$ cat src/rtl/mem_arbiter_pkg.sv
// Shared types and constants for the two-port memory arbiter.
package mem_arbiter_pkg;

  localparam int unsigned ADDR_W          = 32;
  localparam int unsigned DATA_W          = 32;
  localparam int unsigned TIMEOUT_DEFAULT = 255;

  localparam logic P_CPU = 1'b0;
  localparam logic P_AUX = 1'b1;

  typedef enum logic [1:0] {
    IDLE,
    ACCESS,
    RESP
  } state_e;

  typedef enum logic {
    OP_READ,
    OP_WRITE
  } op_e;

  typedef struct packed {
    op_e               op;
    logic [ADDR_W-1:0] addr;
    logic [DATA_W-1:0] data;
  } cmd_t;

  // One-hot grant vector for a port index.
  function automatic logic [1:0] grant_onehot(input logic port);
    return port ? 2'b10 : 2'b01;
  endfunction

endpackage

$ cat src/rtl/mem_watchdog.sv
// Access watchdog: counts ACCESS cycles and flags when TIMEOUT cycles pass without completion.
module mem_watchdog
  import mem_arbiter_pkg::*;
#(
  parameter int unsigned TIMEOUT = TIMEOUT_DEFAULT
) (
  input  logic clk,
  input  logic rst,
  input  logic clr,
  input  logic en,
  output logic expired_c
);

  localparam int unsigned CW = ($clog2(TIMEOUT + 1) > 8) ? $clog2(TIMEOUT + 1) : 8;

  logic [CW-1:0] cnt_q, cnt_d;

  // Saturating count of cycles already spent in the current access.
  always_comb begin
    cnt_d = cnt_q;
    if (clr) begin
      cnt_d = '0;
    end else if (en && (cnt_q != '1)) begin
      cnt_d = cnt_q + CW'(1);
    end
  end

  always_ff @(posedge clk) begin
    if (rst) begin
      cnt_q <= '0;
    end else begin
      cnt_q <= cnt_d;
    end
  end

  // Fires in the TIMEOUT-th access cycle; a zero TIMEOUT never fires.
  assign expired_c = (TIMEOUT != 0) && en && (cnt_q == CW'(TIMEOUT - 1));

endmodule

$ cat src/rtl/mem_arbiter.sv
// Round-robin arbiter sharing one memory bus between the core (port 0) and an auxiliary master (port 1).
module mem_arbiter
  import mem_arbiter_pkg::*;
#(
  parameter int unsigned TIMEOUT = TIMEOUT_DEFAULT
) (
  input  logic              iClk,
  input  logic              iRst,
  input  logic              iP0_Read,
  input  logic              iP0_Write,
  input  logic [ADDR_W-1:0] iP0_Addr,
  input  logic [DATA_W-1:0] iP0_Data,
  output logic [DATA_W-1:0] oP0_Data,
  output logic              oP0_Rdy,
  output logic              oP0_Err,
  input  logic              iP1_Read,
  input  logic              iP1_Write,
  input  logic [ADDR_W-1:0] iP1_Addr,
  input  logic [DATA_W-1:0] iP1_Data,
  output logic [DATA_W-1:0] oP1_Data,
  output logic              oP1_Rdy,
  output logic              oP1_Err,
  output logic              oMemRead,
  output logic              oMemWrite,
  output logic [ADDR_W-1:0] oMemAddr,
  output logic [DATA_W-1:0] oMemData,
  input  logic [DATA_W-1:0] iMemData,
  input  logic              iMemRdy,
  output logic [1:0]        oGrant
);

  state_e            state_q, state_d;
  logic              ptr_q, ptr_d;
  logic              owner_q, owner_d;
  cmd_t              cmd_q, cmd_d;
  logic [DATA_W-1:0] p0_data_q, p0_data_d;
  logic [DATA_W-1:0] p1_data_q, p1_data_d;
  logic              mem_rd_q, mem_rd_d;
  logic              mem_wr_q, mem_wr_d;
  logic              rdy0_q, rdy0_d;
  logic              rdy1_q, rdy1_d;
  logic              err0_q, err0_d;
  logic              err1_q, err1_d;
  logic [1:0]        grant_q, grant_d;

  logic req0_c, req1_c, win_aux_c, win_rd_c, win_wr_c;
  logic resp_err_c, wd_expired_c;

  // On a tie the port not granted last wins.
  assign req0_c    = iP0_Read | iP0_Write;
  assign req1_c    = iP1_Read | iP1_Write;
  assign win_aux_c = req1_c && (!req0_c || (ptr_q == P_CPU));
  assign win_rd_c  = win_aux_c ? iP1_Read  : iP0_Read;
  assign win_wr_c  = win_aux_c ? iP1_Write : iP0_Write;

  mem_watchdog #(
    .TIMEOUT (TIMEOUT)
  ) u_watchdog (
    .clk       (iClk),
    .rst       (iRst),
    .clr       (state_q != ACCESS),
    .en        (state_q == ACCESS),
    .expired_c (wd_expired_c)
  );

  always_comb begin
    state_d    = state_q;
    ptr_d      = ptr_q;
    owner_d    = owner_q;
    cmd_d      = cmd_q;
    p0_data_d  = p0_data_q;
    p1_data_d  = p1_data_q;
    resp_err_c = 1'b0;

    unique case (state_q)
      IDLE: begin
        if (req0_c || req1_c) begin
          owner_d = win_aux_c;
          ptr_d   = win_aux_c;
          // Read and write together is illegal: answer with an error, never touch memory.
          if (win_rd_c && win_wr_c) begin
            state_d    = RESP;
            resp_err_c = 1'b1;
          end else begin
            state_d    = ACCESS;
            cmd_d.op   = win_wr_c ? OP_WRITE : OP_READ;
            cmd_d.addr = win_aux_c ? iP1_Addr : iP0_Addr;
            cmd_d.data = win_aux_c ? iP1_Data : iP0_Data;
          end
        end
      end
      ACCESS: begin
        if (iMemRdy) begin
          state_d = RESP;
          if (cmd_q.op == OP_READ) begin
            if (owner_q == P_AUX) p1_data_d = iMemData;
            else                  p0_data_d = iMemData;
          end
        end else if (wd_expired_c) begin
          state_d    = RESP;
          resp_err_c = 1'b1;
        end
      end
      RESP: begin
        state_d = IDLE;
      end
      default: begin
        state_d = IDLE;
      end
    endcase

    // Outputs are registered from the next-state view so they align with the state they describe.
    mem_rd_d = (state_d == ACCESS) && (cmd_d.op == OP_READ);
    mem_wr_d = (state_d == ACCESS) && (cmd_d.op == OP_WRITE);
    rdy0_d   = (state_d == RESP) && (owner_d == P_CPU);
    rdy1_d   = (state_d == RESP) && (owner_d == P_AUX);
    err0_d   = rdy0_d && resp_err_c;
    err1_d   = rdy1_d && resp_err_c;
    grant_d  = (state_d != IDLE) ? grant_onehot(owner_d) : 2'b00;
  end

  always_ff @(posedge iClk) begin
    if (iRst) begin
      state_q   <= IDLE;
      ptr_q     <= P_AUX;
      owner_q   <= P_CPU;
      cmd_q     <= '{op: OP_READ, addr: '0, data: '0};
      p0_data_q <= '0;
      p1_data_q <= '0;
      mem_rd_q  <= 1'b0;
      mem_wr_q  <= 1'b0;
      rdy0_q    <= 1'b0;
      rdy1_q    <= 1'b0;
      err0_q    <= 1'b0;
      err1_q    <= 1'b0;
      grant_q   <= 2'b00;
    end else begin
      state_q   <= state_d;
      ptr_q     <= ptr_d;
      owner_q   <= owner_d;
      cmd_q     <= cmd_d;
      p0_data_q <= p0_data_d;
      p1_data_q <= p1_data_d;
      mem_rd_q  <= mem_rd_d;
      mem_wr_q  <= mem_wr_d;
      rdy0_q    <= rdy0_d;
      rdy1_q    <= rdy1_d;
      err0_q    <= err0_d;
      err1_q    <= err1_d;
      grant_q   <= grant_d;
    end
  end

  assign oMemRead  = mem_rd_q;
  assign oMemWrite = mem_wr_q;
  assign oMemAddr  = cmd_q.addr;
  assign oMemData  = cmd_q.data;
  assign oP0_Data  = p0_data_q;
  assign oP1_Data  = p1_data_q;
  assign oP0_Rdy   = rdy0_q;
  assign oP1_Rdy   = rdy1_q;
  assign oP0_Err   = err0_q;
  assign oP1_Err   = err1_q;
  assign oGrant    = grant_q;

endmodule

$ cat config.mk
export PLATFORM = sky130hd
export DESIGN_NAME = mem_arbiter
export DESIGN_NICKNAME = d
export VERILOG_FILES = /design/src/rtl/mem_arbiter_pkg.sv /design/src/rtl/mem_watchdog.sv /design/src/rtl/mem_arbiter.sv
export SDC_FILE = /design/constraint.sdc
export NUM_CORES = 1
export LEC_CHECK = 0
export CORE_ASPECT_RATIO = 0.7
export CORE_UTILIZATION = 45
export DETAILED_ROUTE_END_ITERATION = 10
export HOLD_SLACK_MARGIN = 0.06
export PLACE_DENSITY_LB_ADDON = 0.25
export SYNTH_ARGS = -nofsm -noshare
export SYNTH_HDL_FRONTEND = slang
export SYNTH_SLANG_ARGS = --single-unit
$ cat constraint.sdc
create_clock -name iClk -period 4.3 [get_ports iClk]
set_clock_uncertainty 0.05 [all_clocks]
set_input_delay 0.43 -clock iClk [delete_from_list [all_inputs] [get_ports iClk]]
set_output_delay 0.43 -clock iClk [all_outputs]
set_load 0.03 [all_outputs]
# [Yosys cells after proc, flatten, opt, wreduce, memory -nomap -nowiden]
# Cells that the tools add are included.
[classes] reduce_logical=21 addsub=1 mux=21 n_eq_ne=6 bitwise_logic=9
[ops] op="2-to-1 mux 65 bit" count=3
[ops] op="2-to-1 mux 32 bit" count=2
[ops] op="logical AND 1 bit" count=10
[ops] op="2-to-1 mux 2 bit" count=5
[ops] op="2-to-1 mux 1 bit" count=9
[ops] op="adder 8 x 1 -> 8 bit (second input constant)" count=1
[ops] op="equality test 8 bit (second input constant)" count=1
[ops] op="!= test 8 bit (second input constant)" count=1
[ops] op="AND reduction 4 bit" count=2
[ops] op="NOT 1 bit" count=7
[ops] op="equality test 2 x 1 -> 1 bit (second input constant)" count=2
[ops] op="case mux 2 bit (2 select lines)" count=1
[ops] op="OR reduction 2 bit" count=2
[ops] op="AND reduction 3 bit" count=1
[ops] op="equality test 2 bit (second input constant)" count=1
[ops] op="logical NOT 2 bit" count=1
[ops] op="logical OR 1 bit" count=2
[ops] op="!= test 2 x 1 -> 1 bit (second input constant)" count=1
[ops] op="bitwise OR 1 bit" count=2
[ops] op="case mux 1 bit (2 select lines)" count=1
[ops] op="AND reduction 2 bit" count=1
[ops] op="nonzero test 2 bit" count=1
[ops] op="logical NOT 1 bit" count=1
[totals] out_inout_bits=136 ff_bits=149

# [Depth between registers and ports, before layout]
# Gate-level depths: netlist of run 1.
[depth] word_depth=12 mapped_depth=7

# [By module]
# From an unflattened synthesis of run 1, not the netlist that was laid out.
[unflattened] cells_unflattened=750 area_unflattened_um2=6998.0
[by_module_without_submodules] module="mem_arbiter" seq_area_each_um2=2822.7 area_each_um2=6538.8 cells_each=699 instances=1
[by_module_without_submodules] module="mem_watchdog" seq_area_each_um2=160.2 area_each_um2=459.2 cells_each=51 instances=1

# [Worst setup path before layout of run 1]
# No wires, ideal clock.
[synth_timing] kind="input -> register" startpoint="input port iP1_Write" endpoint="register err0_q, in the netlist oP0_Err" n_path_buf=0 stages=4 setup_slack_ps=2624 arrival_ps=1511 required_ps=4135 cell_sequence="o41ai_4 mux2_2 and2_1 and2_1"
[synth_via] elab_chain_len=10 elab_cells_between_ends=18 classes_between="1 x eq/ne; 10 x mux; 2 x bitwise; 5 x reduce/logical"
[synth_rtl] item="from (decl)" line="mem_arbiter.sv:17" text="input logic iP1_Write,"
[synth_rtl] item="bitwise OR 1 bit" line="mem_arbiter.sv:51" text="assign req1_c = iP1_Read | iP1_Write;"
[synth_rtl] item="logical AND 1 bit" line="mem_arbiter.sv:52" text="assign win_aux_c = req1_c && (!req0_c || (ptr_q == P_CPU));"
[synth_rtl] item="2-to-1 mux 1 bit, on equally long branches" line="mem_arbiter.sv:53, mem_arbiter.sv:54"
[synth_rtl] item="logical AND 1 bit" line="mem_arbiter.sv:81" text="if (win_rd_c && win_wr_c) begin"
[synth_rtl] item="2-to-1 mux 2 bit" line="mem_arbiter.sv:81"
[synth_rtl] item="2-to-1 mux 2 bit" line="mem_arbiter.sv:77" text="if (req0_c || req1_c) begin"
[synth_rtl] item="case mux 2 bit (2 select lines)" line="mem_arbiter.sv:75" text="unique case (state_q)"
[synth_rtl] item="equality test 2 bit" line="mem_arbiter.sv:115" text="rdy0_d = (state_d == RESP) && (owner_d == P_CPU);"
[synth_rtl] item="logical AND 1 bit" line="mem_arbiter.sv:115"
[synth_rtl] item="logical AND 1 bit *" line="mem_arbiter.sv:117" text="err0_d = rdy0_d && resp_err_c;"
[synth_rtl] item="to (signal assigned)" line="mem_arbiter.sv:148" text="err0_q <= err0_d;"
[synth_rtl] item="to (decl)" line="mem_arbiter.sv:42" text="logic err0_q, err0_d;"
# Mark *: on every way between the ends. The rest lies on a longest branch, timed or not.
# A chain may end at the register's enable or synchronous reset.

# [Worst setup path in the final report of run 1]
[layout_timing] startpoint="input port iP1_Read" endpoint="register cmd_q (netlist bit oMemData[10])"
[layout_via] elab_chain_len=6 elab_cells_between_ends=9 classes_between="3 x mux; 2 x bitwise; 4 x reduce/logical"
[layout_rtl] item="from (decl)" line="mem_arbiter.sv:16" text="input logic iP1_Read,"
[layout_rtl] item="bitwise OR 1 bit" line="mem_arbiter.sv:51"
[layout_rtl] item="logical AND 1 bit" line="mem_arbiter.sv:52"
[layout_rtl] item="2-to-1 mux 1 bit, on equally long branches" line="mem_arbiter.sv:53, mem_arbiter.sv:54"
[layout_rtl] item="logical AND 1 bit" line="mem_arbiter.sv:81"
[layout_rtl] item="NOT 1 bit (no source line)"
[layout_rtl] item="AND reduction 3 bit (no source line)"
[layout_rtl] item="to (signal assigned)" line="mem_arbiter.sv:127" text="cmd_q <= '{op: OP_READ, addr: '0, data: '0};"
[layout_rtl] item="to (signal assigned)" line="mem_arbiter.sv:141" text="cmd_q <= cmd_d;"
[layout_rtl] item="to (decl)" line="mem_arbiter.sv:35" text="cmd_t cmd_q, cmd_d;"
# Several ways; a longest one is shown, not always the timed one.

==> results of run 1 <==
## where the power goes
part | leakage (nW) | internal (mW) | switching, mW
Combinational | 2.21 | 0.622 | 0.788
Sequential | 1.22 | 1.54 | 0.0820
Clock | 0.298 | 0.882 | 0.635
Total | 3.73 | 3.04 | 1.51
## state kept, by name, indices dropped and copies added, names as in the netlist, 2 cells and up
| name | count |
|---|---|
| oMemData | 32 |
| u_watchdog.cnt_q | 8 |
| oP1_Data | 32 |
| state_q | 2 |
| oGrant | 2 |
| oP0_Data | 32 |
| oMemAddr | 32 |
## synth_stat cells, types with 2 or more instances
cell      instances  area (µm²)
dfxtp_1         149        2980
nand2_1         131         492
nor2_1           78         293
buf_4            71         533
a21oi_1          70         350
mux2i_1          64         641
a211oi_2         56         701
clkbuf_1         30         113
a211oi_1         10        75.1
buf_6             9         101
inv_1             7        26.3
nand2b_1          5        31.3
xnor2_1           5        43.8
and2_1            4        25.0
buf_2             3        15.0
clkbuf_4          3        22.5
nand3_1           3        15.0
nor2b_1           3        18.8
nor4_1            3        18.8
ha_1              2        25.0
nand4_1           2        12.5
nor4_2            2        25.0
o21ai_2           2        17.5
o22ai_1           2        12.5
or4_1             2        15.0
## cell type report
class,instances,area [µm²],share of cell area (%)
repair buffers,312,3130,31.3
multi-input cells,462,3020,30.1
flip-flops and latches,149,2980,29.8
clock buffers,17,425,4.25
well taps,195,244,2.44
clock inverters,15,184,1.84
inverters,7,26.3,0.262
## per-layer routing
metal | global-route usage (%) | share of wire, %
met1 | 28.8 | 45
met2 | 37.4 | 46
met3 | 8.47 | 8.0
met4 | 7.14 | 1.4
met5 | 0 | 0
## logic make-up (layout without fill, tap and decap cells)
group,after synthesis,count (layout),synth area share (%)
AND/OR/NAND/NOR,238,238,14.5
multiplexers,65,65,9.61
XOR/XNOR,5,5,0.646
buffers and inverters,123,351,12.0
AO/OA/AOI/OAI,152,152,18.9
adder cells (fa/ha/maj),2,2,0.369
flip-flops,149,149,44.0
## critical path, cell delays in order
cell and delay, ns:
clkdlybuf4s50_1 0.68, o21bai_1 0.13, a32o_1 0.32, nor2_4 0.64
buf_4 0.36, nor2_1 0.09, a211oi_2 0.18
## final timing paths
kind / slack [ns] / cells after the start / endpoint / from
worst min-delay path: 0.40 / 2 / oP0_Data[3]$_SDFFE_PP0P_ / oP0_Data[3]$_SDFFE_PP0P_
worst max register to register: 1.98 / 7 / oMemData[10]$_SDFFE_PP0P_ / state_q[1]$_SDFF_PP0_
worst max-delay path: 1.74 / 7 / oMemData[10]$_SDFFE_PP0P_ / iP1_Read
worst min register to register: 0.40 / 2 / oP0_Data[3]$_SDFFE_PP0P_ / oP0_Data[3]$_SDFFE_PP0P_
## placed cells by master, fill, tap and decap left out, types with 7 or more instances in the layout
cell             instances
dfxtp_1                149
nor2_1                  78
inv_1                    7
nand2_1                131
a211oi_2                56
a211oi_1                10
clkdlybuf4s50_1        301
clkbuf_16               17
a21oi_1                 70
mux2i_1                 64
buf_4                    8
==> flow_summary.ini, run 1 <==
[cts]
cts_setup_buffers = 0
cts.clk_slew.worst_paths_ns = 0.07
hold_buffers = 0
cts_buffer_depth = 2
cts_resized = 0
clock_latency_ns = 0.41
cts_root_buf = clkbuf_16
cts_sinks = 149
h-tree-depth = 4
cts_tree = built
cts_buffers = 17

[run_status]
outcome = finished with violations
violations = design-rule violations

[cells_and_area]
final_cells = 1157
nFillCells = 1193
antenna_cells = 0
drive_above_1_share_pct = 11.3
design_area_um2 = 10000
final_util_pct = 68.0
area_growth_pct = 47.7
nets = 1118

[sta]
worst_slack_ns = 1.74
worstMarginPinSlew_ns = 0.892
finalCritPeriodShare_pct = 59.5
rsz0062_at_grt = no
fmax_mhz = 391
setup_tns_ns = 0
holdWs_ns = 0.404
period_minus_slack_ns = 2.56
drv_slew = 0
max_slew_margin_pct = 40.6
hold_viol = 0
setup_viol = 0

[placement]
dp_hpwl_um = 13200
gp_congestion = 0.814
placed_area_um2 = 9400
post-place-ws_ns = 1.31
io_buffers = 302
placed_cells = 1125

[run]
cap_violations = 0

[route]
wire_per_inst_um = 15.7
post-route-drc-count = 1
drt_iter0_drc = 318
drt_pass1_iterations = 11
vias = 5676
totalWireLength_um = 18200
vias_per_cell = 4.91
ant_nets = 0

[min_path]
hold_path_class = reg -> reg

[power_and_ir_drop]
power.total_mw = 4.54
irDropWorstVdd_mv = 0.263
p_leak_nw = 3.73
p_per_area_nw_per_um2 = 454

[global_route]
grt_pass1_wl_um = 28200
grt_max_degree = 79
grt.total_usage_pct = 23.2
grt-ovfl-total = 0
grt_pass1_vias = 5408
antenna_found_initial = 0

[synthesis]
synth-edff-count = 0
syn_area_um2 = 6780
synth_ff_type = dfxtp_1
synth_cell_types = 43
synth.avg_cell_area_um2 = 9.24
yosysWarningCount = 0
synth-seq-cells = 149
yosysSeqAreaShare_pct = 44.0
synth_async_sr_flop_share_pct = 0
syn_nets = 903
synth_cells = 734

[worst_setup_path]
crit_path_end_kind = flip-flop
start_kind = input port
cp_max_fo = 31
crit_type = in -> reg
arrival_ns = 2.84
required_ns = 4.58

[floorplanning]
die_x_um = 149
io_pins = 303
rows = 37
initial_core_util_pct = 46.1
die_area_um2 = 15600
core_um2 = 14700
die_h_um = 105
Power figures use the tool's default switching activity.
==> inputs of run 2 (changes only) <==
- CORE_UTILIZATION: 45 -> 42
- clock period: 4.3 -> 2.65 ns (I/O delays scaled with it)
==> flow_summary.ini, run 2 (synthesized netlist as in run 1, its figures left out) <==
[sta]
fmax_mhz = 495
rsz0062_at_grt = no
finalCritPeriodShare_pct = 76.3
max_slew_margin_pct = 51.8
period_minus_slack_ns = 2.02
setup_viol = 0
worstMarginPinSlew_ns = 0.723
drv_slew = 0
hold_viol = 0
setup_tns_ns = 0

[global_route]
antenna_found_initial = 0
grt_pass1_vias = 5325
grt_max_degree = 88
grt-ovfl-total = 0
grt.total_usage_pct = 21.7
grt_pass1_wl_um = 28100

[cts]
cts_tree = built
hold_buffers = 0
cts_sinks = 149
cts_resized = 0
cts.clk_slew.worst_paths_ns = 0.06
cts_root_buf = clkbuf_16
h-tree-depth = 4
clock_latency_ns = 0.41
cts_setup_buffers = 0
cts_buffers = 17
cts_buffer_depth = 2

[cells_and_area]
drive_above_1_share_pct = 12.1
regArea_um2 = 2980
nets = 1126
multi_input_area_um2 = 3020
nFillCells = 1319
antenna_cells = 0
area_growth_pct = 48.9
final_cell_mix = clkdlybuf4s50_1, dfxtp_1, nand2_1
mostFrequentLayoutCell = clkdlybuf4s50_1

[min_path]
whs_path_depth = 2
hold_path_class = in -> reg
min_from = iRst
min_to = state_q[1]$_SDFF_PP0_

[worst_setup_path]
start_kind = input port
worst_r2r_path_depth = 7
arrival_ns = 2.29
crit_path_end_kind = flip-flop
r2r_slack_ns = 0.72
cp_max_fo = 37
required_ns = 2.92
regToRegStartpoint = ptr_q$_SDFFE_PP1P_
crit_type = in -> reg
r2r_end = oMemData[0]$_SDFFE_PP0P_

[floorplanning]
core_um2 = 15600
die_x_um = 154
die_area_um2 = 16700
die_h_um = 108
io_pins = 303
rows = 38
initial_core_util_pct = 43.3

[route]
drt_pass1_iterations = 4
vias_per_cell = 4.84
post-route-drc-count = 0
wire_per_inst_um = 15.5
vias = 5659
totalWireLength_um = 18200
ant_nets = 0
drt_iter0_drc = 305

[power_and_ir_drop]
p_leak_nw = 3.77
power.total_mw = 7.31
p_per_area_nw_per_um2 = 724
irDropWorstVdd_mv = 0.617

[run]
cap_violations = 0

[run_status]
outcome = finished clean

[placement]
io_buffers = 302
dp_hpwl_um = 13300
gp_congestion = 0.799
run 2: cell types whose count changed in the layout (fill, tap and decap cells not counted):
cell,delta
buf_12,+4
buf_4,+4
clkinv_4,+3
inv_6,-3
bufinv_16,-1
clkinv_2,+1
clkinv_8,-1
clkinvlp_4,+1
run 2: stage by stage:
stage / hold WS, ns / utilization, % / cell area, µm² / setup slack, ns / cells
2_1_floorplan: 0.351 / - / 6780 / 1.05 / 734
4_1_cts: 0.0801 / 64.5 / 10100 / 0.649 / 1170
6_report: 0.0985 / 64.5 / 10100 / 0.628 / 1170
3_5_place_dp: 0.396 / 60.9 / 9520 / 0.246 / 1138
5_1_grt: 0.0940 / 64.5 / 10100 / 0.479 / 1170
3_3_place_gp: 0.391 / 60.9 / 9520 / 0.300 / 1138
run 2: cell type report:
cell class	count	share of cell area, %
Multi-Input combinational cell	462	29.9
Clock inverter	15	1.49
Clock buffer	17	4.21
Timing Repair Buffer	320	32.1
Sequential cell	149	29.5
Inverter	7	0.260
Tap cell	200	2.48
run 2: worst max path at each step:
stage / start / to / slack (ns) / cells past startpoint
5_1_grt: iP1_Write / oMemData[0]$_SDFFE_PP0P_ / 0.48 / 8
6_report: iP1_Write / oMemData[0]$_SDFFE_PP0P_ / 0.63 / 8
3_5_place_dp: iP1_Write / oMemData[0]$_SDFFE_PP0P_ / 0.25 / 8
4_1_cts: iP1_Write / oMemData[0]$_SDFFE_PP0P_ / 0.65 / 8
3_3_place_gp: iP1_Write / oMemData[3]$_SDFFE_PP0P_ / 0.30 / 8
2_1_floorplan: state_q[1]$_SDFF_PP0_ / oP0_Data[31]$_SDFFE_PP0P_ / 1.05 / 6
run 2: routing by layer:
metal | wire length (µm) | GRT usage (%)
met1 | 8050 | 27.1
met2 | 8730 | 36.1
met5 | 0 | 0
met4 | 295 | 7.64
met3 | 1110 | 6.13
run 2: worst max-delay path, cell delays in order:
cell             delay [ns]
clkdlybuf4s50_1        0.66
o21bai_1               0.16
a32o_1                 0.33
nor2_4                 0.11
buf_12                 0.22
buf_12                 0.22
nor2_1                 0.06
a211oi_1               0.22
run 2: power by group:
part	leakage (nW)	internal, mW	switching [mW]
Clock	0.280	1.32	1.03
Combinational	2.27	1.06	1.28
Sequential	1.22	2.49	0.132
Total	3.77	4.88	2.44
==> inputs of run 3 (changes only) <==
- CORE_UTILIZATION: 42 -> 38
- clock period: 2.65 -> 1.8 ns (I/O delays scaled with it)
==> flow_summary.ini, run 3 (synthesized netlist as in run 1, its figures left out) <==
[route]
wire_per_inst_um = 15.4
vias_per_cell = 4.66
totalWireLength_um = 18800
ant_nets = 0
post-route-drc-count = 0
drt_iter0_drc = 236
vias = 5699
drt_pass1_iterations = 4

[sta]
drv_slew = 0
finalCritPeriodShare_pct = 94.1
setup_viol = 0
rsz0062_at_grt = no
hold_viol = 0
fmax_mhz = 590
worstMarginPinSlew_ns = 0.392
setup_tns_ns = 0
worst_slack_ns = 0.106
max_slew_margin_pct = 73.7
period_minus_slack_ns = 1.69

[cells_and_area]
mostFrequentLayoutCell = clkdlybuf4s50_1
area_growth_pct = 53.2
final_cell_mix = clkdlybuf4s50_1, dfxtp_1, nand2_1
final_util_pct = 60.0
drive_above_1_share_pct = 14.3
regArea_um2 = 2980
multi_input_area_um2 = 3030
antenna_cells = 0
nets = 1147
nFillCells = 1548

[global_route]
grt.total_usage_pct = 20.4
grt_max_degree = 58
grtUsageMet1_pct = 25.4
use_met3_pct = 7.38
grt_most_used_layer = met2
grt_use_met2_pct = 33.0
grt_pass1_wl_um = 29000
grt-ovfl-total = 0
antenna_found_initial = 0
grt_pass1_vias = 5428

[cts]
cts_buffer_depth = 2
cts_sinks = 149
cts_root_buf = clkbuf_16
cts_tree = built
h-tree-depth = 4
cts.clk_slew.worst_paths_ns = 0.07
cts_buffers = 17
clock_latency_ns = 0.42

[worst_setup_path]
start_kind = flip-flop
r2r_slack_ns = 0.14
max_stage_delay_ns = 0.72
cp_max_fo = 2
path_cells = clkdlybuf4s50_1
cp_slowest_cell = clkdlybuf4s50_1
cp.buffers_inverters = 1
arrival_ns = 1.46
crit_path_end_kind = output port
required_ns = 1.57
crit_type = reg -> out
crit_family = buffers and inverters

[min_path]
hold_path_class = in -> reg

[floorplanning]
core_um2 = 17300
initial_core_util_pct = 39.2
io_pins = 303
die_x_um = 162
die_area_um2 = 18400
rows = 40
die_h_um = 114

[power_and_ir_drop]
p_leak_nw = 3.90
clockPowerShare_pct = 32.5
p_sw_share_pct = 32.8
seqPwrFrac_pct = 34.9
intPower_mw = 7.42
p_per_area_nw_per_um2 = 1060
irDropWorstVdd_mv = 0.592
combPwrFrac_pct = 32.6
power.switching_mw = 3.62

[placement]
post-place-ws_ns = -0.317
io_buffers = 302
gp_congestion = 0.814
dp_hpwl_um = 14200

[run]
cap_violations = 0

[run_status]
outcome = finished clean
==> run 3: cell types whose count changed in the layout (fill, tap and decap cells not counted), moves of 2 or more <==
cell,before,now
a211oi_2,56,58
buf_4,12,27
clkinv_4,5,0
a211oi_1,10,8
inv_6,2,6
buf_12,7,12
==> run 3: layout make-up <==
type | count | area share [%]
timing repair buffer | 341 | 33.4
multi-input combinational | 462 | 29.2
sequential | 149 | 28.7
clock buffer | 17 | 4.09
tap | 231 | 2.78
clock inverter | 15 | 1.61
inverter | 7 | 0.253
==> run 3: worst paths after layout <==
kind	start	to	cells after the start
min	iMemData[24]	oP1_Data[24]$_SDFFE_PP0P_	3
max	oMemData[0]$_SDFFE_PP0P_	oMemData[0]	1
min reg2reg	oP0_Data[16]$_SDFFE_PP0P_	oP0_Data[16]$_SDFFE_PP0P_	2
max reg2reg	ptr_q$_SDFFE_PP1P_	oMemData[2]$_SDFFE_PP0P_	7
==> run 3: power groups by stage <==
| stage | clock, mW | combinational (mW) | sequential [mW] |
|---|---|---|---|
| 6_report | 3.59 | 3.60 | 3.86 |
| 5_1_grt | 3.82 | 3.82 | 3.90 |
| 4_1_cts | 3.69 | 3.63 | 3.86 |
| 3_5_place_dp | 0 | 3.62 | 3.93 |
| 3_3_place_gp | 0 | 3.58 | 3.92 |
| 2_1_floorplan | 0 | 2.36 | 4.03 |
==> run 3: metal layers <==
metal  wire, µm  vias to the layer above
met4        262                        0
met3       1550                       19
li1           -                     2922
met1       8290                     2593
met5          0                        -
met2       8700                      165
==> run 3: per-stage QoR <==
step	instance area (µm²)	instances	power, mW	hold WS [ns]
floorplan	6780	734	6.40	0.266
global placement	9770	1189	7.50	0.391
detailed placement	9770	1189	7.54	0.396
CTS	10400	1222	11.2	0.258
global route	10400	1222	11.5	0.276
finish	10400	1222	11.0	0.282
==> run 3: timing repair <==
item / CTS / global route
hold endpoints to repair: 4 / 0
endpoints found under the setup margin: 0 / 47
setup buffers: 0 / 0
hold buffers: 1 / 0
resized for setup: 0 / 5
